[config.mk]
export PLATFORM = sky130hd
export DESIGN_NAME = regfile_param_flat
export DESIGN_NICKNAME = d
export VERILOG_FILES = /design/src/rtl/regfile_pkg.sv /design/src/rtl/regfile_if.sv /design/src/rtl/regfile_clear_seq.sv /design/src/rtl/regfile_param.sv /design/src/flat_wrapper.sv
export SDC_FILE = /design/constraint.sdc
export NUM_CORES = 1
export LEC_CHECK = 0
export CAP_MARGIN = 25
export CORE_UTILIZATION = 55
export CTS_CLUSTER_SIZE = 30
export DETAILED_ROUTE_END_ITERATION = 10
export PLACE_DENSITY_LB_ADDON = 0.3
export SYNTH_ARGS = -nofsm -noshare
export SYNTH_HDL_FRONTEND = slang
export SYNTH_HIERARCHICAL = 1
export SYNTH_SLANG_ARGS = --single-unit
[constraint.sdc]
create_clock -name clk -period 2.6 [get_ports clk]
set_clock_uncertainty 0.1 [all_clocks]
set_input_delay 0.26 -clock clk [delete_from_list [all_inputs] [get_ports clk]]
set_output_delay 0.26 -clock clk [all_outputs]
set_load 0.05 [all_outputs]
[src/rtl/regfile_pkg.sv]
// Shared types and default sizing for the parametrised register file.
package regfile_pkg;

   typedef enum logic {
      IDLE  = 1'b0,
      SWEEP = 1'b1
   } clr_state_t;

   localparam int REGFILE_WIDTH_DEF = 20;
   localparam int REGFILE_DEPTH_DEF = 16;

endpackage

[src/rtl/regfile_if.sv]
// Decode/writeback-side bus of the register file: write port, two read ports,
// scoreboard issue/pending and clear control.
interface regfile_if #(
   parameter int WIDTH = 20,
   parameter int AW    = 4
);
   logic             RW;
   logic [AW-1:0]    Dest;
   logic [WIDTH-1:0] Data;
   logic [AW-1:0]    Reg1;
   logic [AW-1:0]    Reg2;
   logic [WIDTH-1:0] out_reg1;
   logic [WIDTH-1:0] out_reg2;
   logic             Issue;
   logic [AW-1:0]    Issue_dest;
   logic             Pend1;
   logic             Pend2;
   logic             Clear;
   logic             Busy;

   modport master (
      output RW, Dest, Data, Reg1, Reg2, Issue, Issue_dest, Clear,
      input  out_reg1, out_reg2, Pend1, Pend2, Busy
   );

   modport slave (
      input  RW, Dest, Data, Reg1, Reg2, Issue, Issue_dest, Clear,
      output out_reg1, out_reg2, Pend1, Pend2, Busy
   );
endinterface

[src/rtl/regfile_clear_seq.sv]
// Sequential clear engine: walks idx 0..DEPTH-1, one register per clock,
// raising busy and the sweep-write strobe for exactly DEPTH cycles.
module regfile_clear_seq
   import regfile_pkg::*;
#(
   parameter int DEPTH = REGFILE_DEPTH_DEF,
   parameter int AW    = $clog2(DEPTH)
) (
   input  logic          clk,
   input  logic          rst_n,
   input  logic          clear,
   output logic          busy,
   output logic [AW-1:0] idx,
   output logic          sweep_we
);

   clr_state_t state;

   always_ff @(posedge clk or negedge rst_n) begin
      if (!rst_n) begin
         state    <= IDLE;
         idx      <= '0;
         busy     <= 1'b0;
         sweep_we <= 1'b0;
      end else begin
         case (state)
            IDLE: begin
               if (clear) begin
                  state    <= SWEEP;
                  idx      <= '0;
                  busy     <= 1'b1;
                  sweep_we <= 1'b1;
               end
            end
            SWEEP: begin
               // Clear requests are ignored here; the sweep never restarts.
               if (idx == AW'(DEPTH - 1)) begin
                  state    <= IDLE;
                  busy     <= 1'b0;
                  sweep_we <= 1'b0;
               end else begin
                  idx <= idx + 1'b1;
               end
            end
            default: begin
               state    <= IDLE;
               busy     <= 1'b0;
               sweep_we <= 1'b0;
            end
         endcase
      end
   end

endmodule

[src/rtl/regfile_param.sv]
// Parametrised 2-read/1-write register file with pending scoreboard, sequential
// clear and optional same-cycle write-to-read forwarding (macro REGFILE_BYPASS_EN).
module regfile_param
   import regfile_pkg::*;
#(
   parameter int WIDTH     = REGFILE_WIDTH_DEF,
   parameter int DEPTH     = REGFILE_DEPTH_DEF,
   parameter int AW        = $clog2(DEPTH),
   parameter int ZERO_REG0 = 0
) (
   input logic      clk,
   input logic      Reset,
   regfile_if.slave bus
);

   // One extra bit so DEPTH itself is representable when DEPTH is a power of two.
   localparam logic [AW:0] DEPTH_LIM = (AW + 1)'(DEPTH);

   logic [WIDTH-1:0] regs [DEPTH];
   logic [DEPTH-1:0] pend;

   logic             busy;
   logic             sweep_we;
   logic [AW-1:0]    sweep_idx;
   logic             wr_ok;
   logic             iss_ok;
   logic [WIDTH-1:0] rd1, rd2;
   logic             pd1, pd2;

   function automatic logic in_range(input logic [AW-1:0] a);
      return ({1'b0, a} < DEPTH_LIM);
   endfunction

   function automatic logic writable(input logic [AW-1:0] a);
      return in_range(a) && !((ZERO_REG0 != 0) && (a == '0));
   endfunction

   regfile_clear_seq #(
      .DEPTH (DEPTH),
      .AW    (AW)
   ) u_clear_seq (
      .clk      (clk),
      .rst_n    (Reset),
      .clear    (bus.Clear),
      .busy     (busy),
      .idx      (sweep_idx),
      .sweep_we (sweep_we)
   );

   assign wr_ok  = bus.RW && !busy && writable(bus.Dest);
   assign iss_ok = bus.Issue && !busy && writable(bus.Issue_dest);

   always_ff @(posedge clk or negedge Reset) begin
      if (!Reset) begin
         for (int i = 0; i < DEPTH; i++) begin
            regs[i] <= '0;
         end
         pend <= '0;
      end else if (sweep_we) begin
         regs[sweep_idx] <= '0;
         pend[sweep_idx] <= 1'b0;
      end else begin
         if (wr_ok) begin
            regs[bus.Dest] <= bus.Data;
            pend[bus.Dest] <= 1'b0;
         end
         // Issue is applied after the write so a same-register issue leaves it pending.
         if (iss_ok) begin
            pend[bus.Issue_dest] <= 1'b1;
         end
      end
   end

`ifdef REGFILE_BYPASS_EN
   logic fwd_ok;
   assign fwd_ok = wr_ok && !(iss_ok && (bus.Issue_dest == bus.Dest));
`endif

   always_comb begin
      rd1 = '0;
      pd1 = 1'b0;
      rd2 = '0;
      pd2 = 1'b0;
      if (in_range(bus.Reg1)) begin
         rd1 = regs[bus.Reg1];
         pd1 = pend[bus.Reg1];
      end
      if (in_range(bus.Reg2)) begin
         rd2 = regs[bus.Reg2];
         pd2 = pend[bus.Reg2];
      end
`ifdef REGFILE_BYPASS_EN
      if (fwd_ok && (bus.Reg1 == bus.Dest)) begin
         rd1 = bus.Data;
         pd1 = 1'b0;
      end
      if (fwd_ok && (bus.Reg2 == bus.Dest)) begin
         rd2 = bus.Data;
         pd2 = 1'b0;
      end
`endif
      // Outputs are forced to zero while reset is held, forwarding included.
      if (!Reset) begin
         rd1 = '0;
         pd1 = 1'b0;
         rd2 = '0;
         pd2 = 1'b0;
      end
   end

   assign bus.out_reg1 = rd1;
   assign bus.out_reg2 = rd2;
   assign bus.Pend1    = pd1;
   assign bus.Pend2    = pd2;
   assign bus.Busy     = busy;

endmodule

[src/flat_wrapper.sv]
// flat-port wrapper written by rule: the top's interface ports become plain ports
module regfile_param_flat import regfile_pkg::*;
#(
   parameter int WIDTH     = REGFILE_WIDTH_DEF,
   parameter int DEPTH     = REGFILE_DEPTH_DEF,
   parameter int AW        = $clog2(DEPTH),
   parameter int ZERO_REG0 = 0
)
  (clk, Reset, bus_RW, bus_Dest, bus_Data, bus_Reg1, bus_Reg2, bus_Issue, bus_Issue_dest, bus_Clear, bus_out_reg1, bus_out_reg2, bus_Pend1, bus_Pend2, bus_Busy);
  regfile_if #(.WIDTH(WIDTH), .AW(AW)) bus_i ();
  input logic clk;
  input logic Reset;
  input wire logic [$bits(bus_i.RW)-1:0] bus_RW;
  input wire logic [$bits(bus_i.Dest)-1:0] bus_Dest;
  input wire logic [$bits(bus_i.Data)-1:0] bus_Data;
  input wire logic [$bits(bus_i.Reg1)-1:0] bus_Reg1;
  input wire logic [$bits(bus_i.Reg2)-1:0] bus_Reg2;
  input wire logic [$bits(bus_i.Issue)-1:0] bus_Issue;
  input wire logic [$bits(bus_i.Issue_dest)-1:0] bus_Issue_dest;
  input wire logic [$bits(bus_i.Clear)-1:0] bus_Clear;
  output wire logic [$bits(bus_i.out_reg1)-1:0] bus_out_reg1;
  output wire logic [$bits(bus_i.out_reg2)-1:0] bus_out_reg2;
  output wire logic [$bits(bus_i.Pend1)-1:0] bus_Pend1;
  output wire logic [$bits(bus_i.Pend2)-1:0] bus_Pend2;
  output wire logic [$bits(bus_i.Busy)-1:0] bus_Busy;
  assign bus_i.RW = bus_RW;
  assign bus_i.Dest = bus_Dest;
  assign bus_i.Data = bus_Data;
  assign bus_i.Reg1 = bus_Reg1;
  assign bus_i.Reg2 = bus_Reg2;
  assign bus_i.Issue = bus_Issue;
  assign bus_i.Issue_dest = bus_Issue_dest;
  assign bus_i.Clear = bus_Clear;
  assign bus_out_reg1 = bus_i.out_reg1;
  assign bus_out_reg2 = bus_i.out_reg2;
  assign bus_Pend1 = bus_i.Pend1;
  assign bus_Pend2 = bus_i.Pend2;
  assign bus_Busy = bus_i.Busy;
  regfile_param #(.WIDTH(WIDTH), .DEPTH(DEPTH), .AW(AW), .ZERO_REG0(ZERO_REG0)) u_core (.clk(clk), .Reset(Reset), .bus(bus_i));
endmodule
**After elaboration in Yosys (flattened, before gate mapping)**

Cells that the tools add are included.

- Register bits after elaboration: 342
- Input bits: 41
- Output and inout bits: 43
- Logic and storage cells: 102

- Add/sub/neg operators: 1
- Magnitude comparators: 14
- Eq/ne operators: 4
- Multiplexer cells: 40
- Bitwise logic cells: 12
- Reduce and logical (&&, ||, !) cells: 11

Operator list:

| cell | number |
|---|---|
| $mux W320 | 2 |
| $and A320 B320 Y320 | 1 |
| $bwmux W320 | 1 |
| $not A320 Y320 | 1 |
| $bmux W20 S4 | 2 |
| $demux W20 S4 | 2 |
| $mux W20 | 8 |
| $mux W16 | 4 |
| $and A16 B16 Y16 | 2 |
| $not A16 Y16 | 2 |
| $lt A4 B5 Y1 const B | 5 |
| $ge A5 B5 Y1 const B | 4 |
| $not A4 Y5 | 4 |
| $or A16 B16 Y16 | 1 |
| $demux W1 S4 | 3 |
| $ge A4 B1 Y1 const B | 3 |
| $mux W1 | 11 |
| $lt A5 B1 Y1 const B | 2 |
| $bmux W1 S4 | 2 |
| $mux W4 | 2 |
| $pmux W4 S2 | 1 |
| $logic_and A1 B1 Y1 | 7 |
| $add A4 B1 Y4 const B | 1 |
| $eq A4 B4 Y1 const B | 1 |
| 7 further kinds | 10 |

**Depth between registers and ports, before layout**

- Word-level depth: 11
- Mapped depth: 8
- Gate-level depth less buffers: 4

**By module**

Netlist, hierarchy kept.

Modules (own cells, without submodules):

| module | times used | cells each | area an instance (um^2) | seq. area each (um^2) |
|---|---|---|---|---|
| regfile_param | 1 | 1511 | 17848.4 | 8408.1 |
| regfile_clear_seq | 1 | 34 | 310.3 | 150.1 |

**Worst setup path before layout**

Ideal clock, no wire load.

- Kind: input port to output port
- Start: input port bus_Reg2[0]
- End: output port bus_out_reg2[4]
- Data arrival time: 2.278 ns
- Data required time: 2.240 ns
- Setup slack: -0.038 ns
- Stages: 8
- Path buffers: 4
- Cells stage by stage: buf_2 > buf_6 > buf_6 > buf_4 > mux2i_1 > a22oi_1 > nand2_1 > o21ai_0

- Word-level cells in the longest chain between the ends: 5

Ends and longest elaborated chain:

| element | line | text |
|---|---|---|
| start: declaration | flat_wrapper.sv:17 | `input wire logic [$bits(bus_i.Reg2)-1:0] bus_Reg2;` |
| $not A4 Y5 (not written as such) | regfile_param.sv:89 | `rd2 = regs[bus.Reg2];` |
| $bmux W20 S4 | regfile_param.sv:89 |  |
| $mux W20 (not written as such) (2 in series) | regfile_param.sv:89 |  |
| $mux W20 | regfile_param.sv:103 | `if (!Reset) begin` |
| end: declaration | flat_wrapper.sv:22 | `output wire logic [$bits(bus_i.out_reg2)-1:0] bus_out_reg2;` |

No other way between the ends. The select of a mux whose other input is x is not followed.

**Worst setup path in the final report**

- Start: input port bus_Reg1[2]
- End: output port bus_out_reg1[7]

- Word-level cells in the longest chain between the ends: 5

Ends and longest elaborated chain:

| element | line | text |
|---|---|---|
| start: declaration | flat_wrapper.sv:16 | `input wire logic [$bits(bus_i.Reg1)-1:0] bus_Reg1;` |
| $not A4 Y5 (not written as such) | regfile_param.sv:85 | `rd1 = regs[bus.Reg1];` |
| $bmux W20 S4 | regfile_param.sv:85 |  |
| $mux W20 (not written as such) (2 in series) | regfile_param.sv:85 |  |
| $mux W20 | regfile_param.sv:103 |  |
| end: declaration | flat_wrapper.sv:21 | `output wire logic [$bits(bus_i.out_reg1)-1:0] bus_out_reg1;` |

No other way between the ends. The select of a mux whose other input is x is not followed.

==> metrics <==
status=finished, violations left; failing checks=setup timing; CP Depth=8; CTS Buf Count=39; I/O Pins=84; CP Data Required Time=2240 ps; first-pass GRT wire length=97400 um; fmax=0.380 GHz; syn nets=1587; HPWL after DPL=39700 um; vias per inst=7.40; Post-DP Area=0.0200 mm^2; CP Buf/Inv Count=4; P_leak=10.1 nW; Largest stage delay, worst path=480 ps; kind of cell adding the most delay to the critical path=buffers and inverters; fin area=0.0215 mm^2; nets@finish=1655; Slowest-stage cell, CP=nor2_4; final wirelength=65300 um; RD Place Congestion=0.939; commonest non-fill, non-tap cell in the layout=dfrtp_1; synthesized cell area=0.0182 mm^2; # port buffers=83; CTS tree=built; top cell type's share of synthesized area=0.471; Worst Tran Pin Value=1030 ps; VDD IR max=0.000483 V; initial antenna violation count=2; EDFF count, synth=0; Period minus WS final=2630 ps; CP Launch Type=primary input; Worst-Skew Late Latency=530 ps; Max-Cap Viols=0; period utilisation layout=1.01; RSZ-0062 raised after global routing=false; drt drc=0; CP dominant cell by count=buf_4; htree depth=2; crit end category=output port; final worst slack=-32.4 ps; ys async rst share=1.00; core area=0.0325 mm^2; fin. max-slew vios=0; Hold Slack=44.0 ps; # fillers=2441; Final Setup Violations=1; Netlist cell types=42; Final Hold Viols=0; largest net degree at the start of global routing=173; DIE HEIGHT=184 um; cell accounting for the most synthesized area=dfrtp_1; vias in the first global route=15300; Synth Register Bits=342; clk buf depth=3; DR WL/cell=31.4 um; 1st-pass router iterations=5; TritonCTS Sinks=342; Yosys warnings=6; root buf cell=clkbuf_16; worst r2r src=u_core/u_clear_seq/sweep_we$_DFFE_PN0P_; # rows=66; slew margin rel.=0.312; area grow syn2layout=18.3%; antenna violation net count after detailed routing=0; die width=184 um; clk slew on worst S/H paths=60 ps; Cells after Synth=1545; Layout Cells excl Fill=2081; CP startpoint=bus_Reg1[2]; via count=15400; Avg Synthesized Cell Area=11.8 um^2; GRT overflow=0; PD cells=701 mW/mm^2; Synth area leaders=dfrtp_1, a22o_1, mux2i_1; pre-CTS setup slack=-213 ps; DR iter-0 viols=2159; CP arrival=2270 ps; DP Cell Count=2011; hold crit path type=primary input to asynchronous set/reset pin; Starting Density=0.558; full die area=0.0337 mm^2; GRT Total Usage=0.392; main flop type after synthesis=dfrtp_1; Worst Setup Path Type=primary input to output port; most frequent cells in the layout=dfrtp_1, a22o_1, mux2i_1; crit-path max FO=12; sequential element share of the synthesized area=0.471; worst reg2reg path depth=5; layout cells sized above 1=0.197; CP Cell Sequence=clkdlybuf4s50_1 -> buf_4 -> nor2_4 -> buf_4 -> a22oi_1 -> nand3_1 -> o21ai_0 -> buf_4
==> sequential cells by signal, summed over array words and instances (netlist names) <==
signal / cells
u_core/u_clear_seq/state: 1
u_core/pend: 16
u_core/u_clear_seq/idx: 4
u_core/u_clear_seq/sweep_we: 1
u_core/regs: 320
==> stage by stage <==
step / total power [mW] / setup TNS [ps] / utilization
after floorplan: 7.76 / 0 / -
after detailed placement: 9.12 / -2290 / 0.614
after global routing: 15.4 / 0 / 0.660
final: 15.1 / -32.4 / 0.660
after global placement: 9.05 / -1820 / 0.614
after CTS: 14.9 / 0 / 0.658
==> final cells by class <==
cell class / count / area (um^2) / share of cell area
repair buffers: 209 / 2060 / 0.0961
clock buffers: 58 / 1190 / 0.0554
inverters: 2 / 7.51 / 0.000349
diodes: 1 / 2.50 / 0.000116
multi-input cells: 1019 / 8940 / 0.416
well taps: 442 / 553 / 0.0257
clock inverters: 8 / 168 / 0.00780
flip-flops and latches: 342 / 8560 / 0.398
==> synth_stat cells (all sizes together) (2+ instances only) <==
| cell type | number |
|---|---|
| inv | 2 |
| nor4bb | 2 |
| a221oi | 2 |
| a31oi | 4 |
| a22o | 336 |
| and2 | 3 |
| buf | 96 |
| mux4 | 36 |
| nand2b | 24 |
| nand3 | 40 |
| nor2 | 23 |
| nand2 | 54 |
| clkbuf | 88 |
| a21oi | 20 |
| nand4b | 2 |
| or3b | 2 |
| dfrtp | 342 |
| o21ai | 40 |
| o211ai | 11 |
| nor2b | 8 |
| nor3 | 3 |
| nor3b | 4 |
| a22oi | 125 |
| nand4bb | 2 |
| mux2i | 264 |
| and3 | 3 |
==> kinds of logic (layout without fill, tap and decap cells) <==
logic type	Yosys count	in the layout	synth area share
AOI/OAI and AO/OA	539	539	0.238
xor gates and xnor gates	1	1	0.000482
adders and majority gates	1	1	0.000689
buffers and inverters	186	277	0.0494
DFF	342	342	0.471
muxes	300	300	0.190
other	0	1	0
and+or+nand+nor	176	178	0.0504
==> metal layers <==
layer	track usage	share of wire	vias up
met3	0.119	0.12	323
met5	0.00741	0.00086	-
met2	0.568	0.43	1189
met1	0.514	0.38	7734
li1	-	-	6141
met4	0.240	0.067	4
==> repair_timing <==
action | CTS | global route
buffers inserted | 0 | 0
setup endpoints to repair | 33 | 19
resized for setup | 16 | 21
pin swaps | 3 | 4
hold buffers | 1 | 0
cloned | 2 | 0
endpoints found under the hold margin | 294 | 0
==> worst paths after layout <==
| check | endpoint | slack [ps] |
|---|---|---|
| max reg2reg | u_core/pend[1]$_DFF_PN0_ | 240 |
| min | u_core/pend[15]$_DFF_PN0_ | 40 |
| max | bus_out_reg1[7] | -30 |
| min reg2reg | u_core/regs[114]$_DFFE_PN0P_ | 420 |
| max in group asynchronous | u_core/regs[282]$_DFFE_PN0P_ | 1210 |
| min in group clk | u_core/u_clear_seq/sweep_we$_DFFE_PN0P_ | 410 |
==> power breakdown <==
group / switching (mW) / internal [mW]
sequential: 0.380 / 5.66
combinational: 2.02 / 1.14
clock: 2.22 / 3.64
total: 4.62 / 10.4
==> worst reg2reg max path, cell delays in order, from the launching register on <==
cell	delay [ps]
dfrtp_1	510
or3_1	300
nor2_2	70
a21oi_2	740
buf_4	390
a22o_1	180
Power figures use the tool's default switching activity.
